### config.mk
export PLATFORM = sky130hd
export DESIGN_NAME = spi_keycode_slave
export DESIGN_NICKNAME = d
export VERILOG_FILES = /design/src/rtl/spi_slave_pkg.sv /design/src/rtl/spi_sync_edge.sv /design/src/rtl/spi_keycode_slave.sv
export SDC_FILE = /design/constraint.sdc
export NUM_CORES = 1
export LEC_CHECK = 0
export CORE_ASPECT_RATIO = 0.5
export CORE_MARGIN = 5
export CORE_UTILIZATION = 50
export CTS_CLUSTER_DIAMETER = 80
export DETAILED_ROUTE_END_ITERATION = 10
export GPL_ROUTABILITY_DRIVEN = 0
export PLACE_DENSITY_LB_ADDON = 0.08
export REMOVE_ABC_BUFFERS = 1
export SLEW_MARGIN = 20
export SYNTH_ARGS = -nofsm -noshare
export SYNTH_HDL_FRONTEND = slang
export SYNTH_HIERARCHICAL = 1
export SYNTH_SLANG_ARGS = --single-unit
### constraint.sdc
create_clock -name Clk -period 2.6 [get_ports Clk]
set_input_delay 0.26 -clock Clk [delete_from_list [all_inputs] [get_ports Clk]]
set_output_delay 0.26 -clock Clk [all_outputs]
set_load 0.01 [all_outputs]
### src/rtl/spi_slave_pkg.sv
// Shared types and register map for the SPI keycode target.
// Optional build macro: SPI_FRAME_CNT_EN (frame counter at address 2,
// STATUS moves to address 3, ID becomes unreadable).
`timescale 1ns/1ps
package spi_slave_pkg;

  typedef enum logic [1:0] {
    IDLE = 2'd0,
    CMD  = 2'd1,
    DATA = 2'd2,
    DONE = 2'd3
  } state_t;

  localparam logic [1:0] ADDR_KEYCODE = 2'd0;
  localparam logic [1:0] ADDR_CTRL    = 2'd1;
`ifdef SPI_FRAME_CNT_EN
  localparam logic [1:0] ADDR_FCNT    = 2'd2;
  localparam logic [1:0] ADDR_STATUS  = 2'd3;
`else
  localparam logic [1:0] ADDR_STATUS  = 2'd2;
  localparam logic [1:0] ADDR_ID      = 2'd3;
`endif

  // STATUS = {5'b0, overrun, abort, 1'b0}
  localparam int STAT_ABORT_BIT   = 1;
  localparam int STAT_OVERRUN_BIT = 2;

  function automatic logic [7:0] pack_status(input logic overrun, input logic abort);
    logic [7:0] s;
    s = 8'h00;
    s[STAT_OVERRUN_BIT] = overrun;
    s[STAT_ABORT_BIT]   = abort;
    return s;
  endfunction

endpackage

### src/rtl/spi_sync_edge.sv
// N-stage synchronizer for an asynchronous input plus single-cycle
// rise/fall pulses taken from one extra flop behind the synchronizer.
// Every stage resets to 0, so a line held low through reset release
// produces no edge.
`timescale 1ns/1ps
module spi_sync_edge #(
  parameter int STAGES = 2
) (
  input  logic clk_i,
  input  logic rst_ni,
  input  logic d_i,
  output logic level_o,
  output logic rise_o,
  output logic fall_o
);

  logic [STAGES-1:0] sync_q;
  logic              prev_q;

  // Synchronizer chain and edge-detect history flop
  always_ff @(posedge clk_i or negedge rst_ni) begin
    if (!rst_ni) begin
      sync_q <= '0;
      prev_q <= 1'b0;
    end else begin
      sync_q <= {sync_q[STAGES-2:0], d_i};
      prev_q <= sync_q[STAGES-1];
    end
  end

  assign level_o = sync_q[STAGES-1];
  assign rise_o  = sync_q[STAGES-1] & ~prev_q;
  assign fall_o  = ~sync_q[STAGES-1] & prev_q;

endmodule

### src/rtl/spi_keycode_slave.sv
// SPI mode-0 target decoding 16-bit frames {R/W, 5 ignored, addr[1:0], data[7:0]}
// into a four-entry register file (KEYCODE, CTRL, STATUS, ID).
// Optional build macro: SPI_FRAME_CNT_EN adds a completed-frame counter.
`timescale 1ns/1ps
module spi_keycode_slave
  import spi_slave_pkg::*;
#(
  parameter int         SYNC_STAGES = 2,
  parameter logic [7:0] ID_VALUE    = 8'hA5
) (
  input  logic       Clk,
  input  logic       Reset_n,
  input  logic       SCLK,
  input  logic       SS_n,
  input  logic       MOSI,
  output logic       MISO,
  output logic       MISO_oe,
  output logic [7:0] keycode,
  output logic       keycode_strobe,
  output logic [7:0] ctrl
);

  logic sclk_lvl, sclk_rise, sclk_fall;
  logic ss_lvl, ss_rise, ss_fall;
  logic mosi_lvl, mosi_rise, mosi_fall;
  logic unused_sigs;

  spi_sync_edge #(.STAGES(SYNC_STAGES)) u_sync_sclk (
    .clk_i(Clk), .rst_ni(Reset_n), .d_i(SCLK),
    .level_o(sclk_lvl), .rise_o(sclk_rise), .fall_o(sclk_fall)
  );

  spi_sync_edge #(.STAGES(SYNC_STAGES)) u_sync_ss (
    .clk_i(Clk), .rst_ni(Reset_n), .d_i(SS_n),
    .level_o(ss_lvl), .rise_o(ss_rise), .fall_o(ss_fall)
  );

  // MOSI only needs the synchronized level; it is sampled on SCLK rise pulses
  spi_sync_edge #(.STAGES(SYNC_STAGES)) u_sync_mosi (
    .clk_i(Clk), .rst_ni(Reset_n), .d_i(MOSI),
    .level_o(mosi_lvl), .rise_o(mosi_rise), .fall_o(mosi_fall)
  );

  assign unused_sigs = ^{sclk_lvl, mosi_rise, mosi_fall};

  state_t     state_q;
  logic [2:0] bitcnt_q;
  logic [7:0] byte_q;
  logic       cmd_rw_q;
  logic [1:0] cmd_addr_q;
  logic [7:0] miso_sr_q;
  logic       miso_q;
  logic       oe_q;
  logic       armed_q;
  logic [7:0] keycode_q;
  logic [7:0] ctrl_q;
  logic       keycode_strobe_q;
  logic       overrun_q;
  logic       abort_q;
`ifdef SPI_FRAME_CNT_EN
  logic [7:0] frame_cnt_q;
`endif

  logic [7:0] byte_d;
  logic [7:0] rd_data_d;

  // Register read mux; the value is snapshotted into the shift register
  function automatic logic [7:0] read_mux(input logic [1:0] addr);
    logic [7:0] r;
    r = 8'h00;
    case (addr)
      ADDR_KEYCODE: r = keycode_q;
      ADDR_CTRL:    r = ctrl_q;
      ADDR_STATUS:  r = pack_status(overrun_q, abort_q);
`ifdef SPI_FRAME_CNT_EN
      ADDR_FCNT:    r = frame_cnt_q;
`else
      ADDR_ID:      r = ID_VALUE;
`endif
      default:      r = 8'h00;
    endcase
    return r;
  endfunction

  // Incoming byte including the bit sampled on the current SCLK rise
  always_comb begin
    byte_d    = {byte_q[6:0], mosi_lvl};
    rd_data_d = read_mux(byte_d[1:0]);
  end

  // Frame FSM, register file and registered outputs
  always_ff @(posedge Clk or negedge Reset_n) begin
    if (!Reset_n) begin
      state_q          <= IDLE;
      bitcnt_q         <= 3'd0;
      byte_q           <= 8'h00;
      cmd_rw_q         <= 1'b0;
      cmd_addr_q       <= 2'd0;
      miso_sr_q        <= 8'h00;
      miso_q           <= 1'b0;
      oe_q             <= 1'b0;
      armed_q          <= 1'b0;
      keycode_q        <= 8'h00;
      ctrl_q           <= 8'h00;
      keycode_strobe_q <= 1'b0;
      overrun_q        <= 1'b0;
      abort_q          <= 1'b0;
`ifdef SPI_FRAME_CNT_EN
      frame_cnt_q      <= 8'h00;
`endif
    end else begin
      keycode_strobe_q <= 1'b0;
      // A select that was already low at reset release must go high once
      // before any frame is accepted or MISO is driven.
      if (ss_lvl) armed_q <= 1'b1;
      oe_q <= armed_q & ~ss_lvl;

      case (state_q)
        IDLE: begin
          miso_q <= 1'b0;
          if (ss_fall && armed_q) begin
            state_q  <= CMD;
            bitcnt_q <= 3'd0;
          end
        end

        CMD: begin
          if (ss_rise) begin
            abort_q <= 1'b1;
            miso_q  <= 1'b0;
            state_q <= IDLE;
          end else if (sclk_rise) begin
            byte_q   <= byte_d;
            bitcnt_q <= bitcnt_q + 3'd1;
            if (bitcnt_q == 3'd7) begin
              cmd_rw_q   <= byte_d[7];
              cmd_addr_q <= byte_d[1:0];
              miso_sr_q  <= rd_data_d;
              miso_q     <= rd_data_d[7];
              state_q    <= DATA;
            end
          end
        end

        DATA: begin
          if (ss_rise) begin
            abort_q <= 1'b1;
            miso_q  <= 1'b0;
            state_q <= IDLE;
          end else if (sclk_rise) begin
            byte_q   <= byte_d;
            bitcnt_q <= bitcnt_q + 3'd1;
            if (bitcnt_q == 3'd7) begin
              state_q <= DONE;
              miso_q  <= 1'b0;
              if (cmd_rw_q) begin
                if (cmd_addr_q == ADDR_KEYCODE) begin
                  keycode_q        <= byte_d;
                  keycode_strobe_q <= 1'b1;
                end else if (cmd_addr_q == ADDR_CTRL) begin
                  ctrl_q <= byte_d;
                end
              end else if (cmd_addr_q == ADDR_STATUS) begin
                overrun_q <= 1'b0;
                abort_q   <= 1'b0;
              end
`ifdef SPI_FRAME_CNT_EN
              frame_cnt_q <= frame_cnt_q + 8'd1;
`endif
            end
          end else if (sclk_fall && bitcnt_q != 3'd0) begin
            // The fall right after the 8th rise keeps data[7] on the line
            miso_q    <= miso_sr_q[6];
            miso_sr_q <= {miso_sr_q[6:0], 1'b0};
          end
        end

        DONE: begin
          miso_q <= 1'b0;
          if (ss_rise) begin
            state_q <= IDLE;
          end else if (sclk_rise) begin
            overrun_q <= 1'b1;
          end
        end

        default: state_q <= IDLE;
      endcase
    end
  end

  assign MISO           = miso_q;
  assign MISO_oe        = oe_q;
  assign keycode        = keycode_q;
  assign keycode_strobe = keycode_strobe_q;
  assign ctrl           = ctrl_q;

endmodule
==> After elaboration in Yosys (flattened, before gate mapping) <==
Cells that the tools add are included.
{ "op_classes": {"addsub": 1, "eq_ne": 34, "mux": 46, "bitwise_logic": 11, "n_reduce_logical": 21} }
{ "op_table": {"columns": ["op", "n"], "rows": [
  ["two-way mux 7 bit", 6],
  ["!= test 2 bit, second input constant", 16],
  ["case mux 8 bit (4 select lines)", 1],
  ["two-way mux 1 bit", 22],
  ["!= test 3 bit, second input constant", 6],
  ["AND reduction 6 bit", 3],
  ["two-way mux 2 bit", 8],
  ["case mux 7 bit (2 select lines)", 1],
  ["AND reduction 7 bit", 2],
  ["AND reduction 4 bit", 3],
  ["equality test 2 bit, second input constant", 5],
  ["two-way mux 3 bit", 3],
  ["!= test 4 bit, second input constant", 2],
  ["case mux 2 bit (4 select lines)", 1],
  ["AND reduction 8 bit", 1],
  ["equality test 2 x 1 -> 1 bit, second input constant", 3],
  ["zero test 2 bit", 3],
  ["NOT 1 bit", 6],
  ["case mux 3 bit (2 select lines)", 1],
  ["nonzero test 2 bit", 3],
  ["bitwise AND 1 bit", 5],
  ["case mux 1 bit (2 select lines)", 2],
  ["OR reduction 2 bit", 2],
  ["adder 3 x 1 -> 3 bit, second input constant", 1],
  ["other kinds (6)", 7]
]} }
{ "word_totals": {"register_bits": 52, "output_inout_bits": 19} }

==> Logic depth before layout (Yosys ltp) <==
{ "logic_depth": {"depth_word": 7, "mapped_depth": 8, "ltp_nobuf": 6} }

==> By module <==
Netlist, hierarchy kept.
{ "modules_own_cells": {"columns": ["mod", "n_inst", "cells_each", "area_per_inst_um2"], "rows": [
  ["spi_keycode_slave", 1, 174, 2134.5],
  ["spi_sync_edge", 3, 5, 90.1]
]} }

==> Worst setup path before layout <==
No wires, ideal clock.
{ "synth_timing": {"kind": "register -> register", "from": "register u_sync_sclk.prev_q", "to": "register keycode_q[0], in the netlist keycode[0]", "setup_ps": 125, "t_arrival_ps": 1766, "required_time_ps": 2475, "setup_slack_ps": 709, "path_stages_with_launch": 7, "cell_sequence": "dfrtp_1 -> nor2b_1 -> nor2b_1 -> buf_2 -> nand2_1 -> nor4_4 -> mux2_2"} }
{ "synth_via": {"elab_chain_len": 3} }
{ "synth_rtl": {"columns": ["element", "line_no", "text"], "rows": [
  ["from (decl)", "spi_sync_edge.sv:18", "logic prev_q;"],
  ["from (signal assigned)", "spi_sync_edge.sv:27", "prev_q <= sync_q[STAGES-1];"],
  ["NOT 1 bit", "spi_sync_edge.sv:32", "assign rise_o = sync_q[STAGES-1] & ~prev_q;"],
  ["bitwise AND 1 bit", "spi_sync_edge.sv:32", null],
  ["named net sclk_rise", "spi_keycode_slave.sv:23", "logic sclk_lvl, sclk_rise, sclk_fall;"],
  ["AND reduction 6 bit (no line)", null, null],
  ["to (signal assigned)", "spi_keycode_slave.sv:158", "keycode_q <= byte_d;"],
  ["to (decl)", "spi_keycode_slave.sv:55", "logic [7:0] keycode_q;"]
]} }
The timed path passes the listed nets, and every way through them passes these cells.
A chain may end at the register's enable or synchronous reset.

==> Worst setup path in the final report <==
{ "layout_timing": {"from": "register u_sync_sclk.sync_q[1]", "to": "register keycode_q[6], in the netlist keycode[6]"} }
{ "layout_via": {"elab_chain_len": 2} }
{ "layout_rtl": {"columns": ["element", "line_no", "text"], "rows": [
  ["from (decl)", "spi_sync_edge.sv:17", "logic [STAGES-1:0] sync_q;"],
  ["from (signal assigned)", "spi_sync_edge.sv:26", "sync_q <= {sync_q[STAGES-2:0], d_i};"],
  ["bitwise AND 1 bit", "spi_sync_edge.sv:32", null],
  ["named net sclk_rise", "spi_keycode_slave.sv:23", null],
  ["AND reduction 6 bit (no line)", null, null]
]} }
The timed path passes the listed nets, and every way through them passes these cells.

==> results.md <==
- Status: finished clean
- Sink of the worst hold path: u_sync_ss/sync_q[1]
- Post-CTS Resized: 0
- # fillers: 366
- IO Port Bufs: 23
- Clock Sinks: 52
- DR iter-0 viols: 51
- Psw: 0.0006621 W
- Flop pwr share: 51.6%
- Combinational share of power: 26.7%
- Clock skew: 0.003250 ns
- Hold-fix buffer count after cts: 1
- Worst Reg-to-Reg Cells: 7
- Total track usage: 15.65%
- Global-route wire length before repair: 7.672 mm
- Fin crit period: 2.050 ns
- Startpoint types: flop
- Hold_sp: u_sync_ss/sync_q[0]
- Via count: 1494
- Layout cells sized above 1: 26.85%
- Pint: 0.001396 W
- Switching Fraction: 32.17%
- Period utilization: 78.85%
- Power per Cell Area: 739.4 nW/µm²
- CP Class: reg2reg
- Core Rows: 17
- CTS tree: yes
- R2r setup slk: 0.55 ns
- Final setup fails: 0
- Core area: 4488 µm²
- Initial antenna violation count: 0
- Worst vdd ir: 0.3359 mV
- CTS Root Cell: clkbuf_8
- Clock Power Share: 21.7%
- Remaining Overflow, GRT: 0
- Post-layout nets: 230
- Die Y: 58.63 µm
- Die width: 107.3 µm
- Crit path DAT: 2.24 ns
- Count of pins over their slew limit: 0
- # diodes: 0
- Req. time, crit path: 2.79 ns
- Worst Hold Class: reg2reg
- Residual DRC: 0
- Final ANT Viol Nets: 0
- Register area: 1301 µm²
- Final Hold Viols: 0
- Cells after Synth: 186
- Max cap viols: 0
- H-tree levels: 2
- Post-Place Cells: 274
- Final WL: 4.422 mm
- Latest clock arrival within the worst-skew pair: 0.30 ns
- Mapped cell area: 2365 µm²
- Vias in the first global route: 1565
- Area of the multi-input gates: 1008 µm²
- Top Ports: 24
- Ys Warns: 6
- WL/cell: 15.68 µm
- Via-per-instance ratio: 5.298
- Fmax: 487.8 MHz
- Least-Margin Pin Slew: 0.6362 ns
- Reg2reg end: keycode[6]
- Reg2reg start: u_sync_sclk/sync_q[1]
- Leakage: 1.306 nW
- Largest net degree at the start of global routing: 30
- Total iterations of the first detailed-routing run: 4
- TritonCTS Buffers: 5
- Die Footprint: 6288 µm²
- P&R area growth vs syn: 17.72%
- Number of non-filler instances in the completed layout: 282
- Setup TNS: 0 ns
- RSZ-0062 raised after global routing: false
- Slew HR: 57.58%
- Starting Density: 52.69%
- Avg Cell Area, Syn: 12.71 µm²
- CP Max Fanout: 9
- Worst setup EP type: flop
- CTS max path bufs: 2
- Post-CTS Setup Repair Bufs: 0
- Hold Path Stages: 0
- HPWL Detailed: 3.145 mm
- Reg clk slew, reported paths: 0.09 ns
- Fin Hold WS: 0.3545 ns
-- state kept, by name, summed over array words and instances (netlist names), 2 cells and up --
signal / flops
u_sync_sclk/sync_q: 2
ctrl: 8
state_q: 2
bitcnt_q: 3
cmd_addr_q: 2
keycode: 8
miso_sr_q: 7
u_sync_mosi/sync_q: 2
byte_q: 7
u_sync_ss/sync_q: 2
-- power groups by stage --
stage | registers, W | clock network [W] | logic, W
floorplan | 0.00104 | 0 | 0.000415
global placement | 0.00107 | 0 | 0.000539
detailed placement | 0.00108 | 0 | 0.000546
CTS | 0.00106 | 0.000456 | 0.000553
global route | 0.00109 | 0.000489 | 0.000621
finish | 0.00106 | 0.000447 | 0.000549
-- area by class of cell --
class,instances,area share [%]
timing repair buffer,31,10.34
clock inverter,2,0.4494
clock buffer,5,2.472
inverter,6,0.8090
tap,66,2.966
multi-input combinational,120,36.22
sequential,52,46.74
-- worst max-delay path by stage --
stage                      end                   from  slack, ns
floorplan           keycode[0]             state_q[0]       0.59
global placement    keycode[0]     u_sync_sclk/prev_q       0.58
detailed placement  keycode[6]  u_sync_sclk/sync_q[1]       0.58
CTS                 keycode[6]  u_sync_sclk/sync_q[1]       0.56
global route        keycode[4]  u_sync_sclk/sync_q[1]       0.42
finish              keycode[6]  u_sync_sclk/sync_q[1]       0.55
-- layer usage --
layer  track usage (%)  vias to the layer above  share of wire (%)
li1                  -                      714                  -
met1             21.43                      745                 48
met2             25.42                       30                 46
met3             4.162                        5                4.3
met4             3.279                        0               0.70
met5                 0                        -                  0
-- metrics by stage --
stage	power (W)	utilization, %	area, µm²	setup WS (ns)
after floorplan	0.001453	-	2332	0.5877
after global placement	0.001614	59.99	2693	0.5835
after detailed placement	0.001628	59.99	2693	0.5823
after CTS	0.002074	62.03	2784	0.5597
after global routing	0.002198	62.03	2784	0.4221
final	0.002058	62.03	2784	0.5499
-- critical path, cell delays in order (launching register included) --
cell	delay, ns
dfrtp_1	0.36
nor2b_1	0.39
nor2b_1	0.18
buf_4	0.14
nand2_1	0.08
nor4_4	0.20
buf_4	0.23
mux2_2	0.35
-- cell usage in the layout, fill, tap and decap left out, types with 4 or more instances in the layout --
cell	n
dfrtp_1	52
mux2_2	39
clkdlybuf4s50_1	22
a21oi_1	10
nand2_1	9
ha_1	9
nor2_1	8
a22o_1	7
buf_4	7
inv_1	6
nor2b_1	5
o21ai_0	5
clkbuf_8	5
nand3_1	4
No activity file was read; power rests on OpenSTA's default activity.
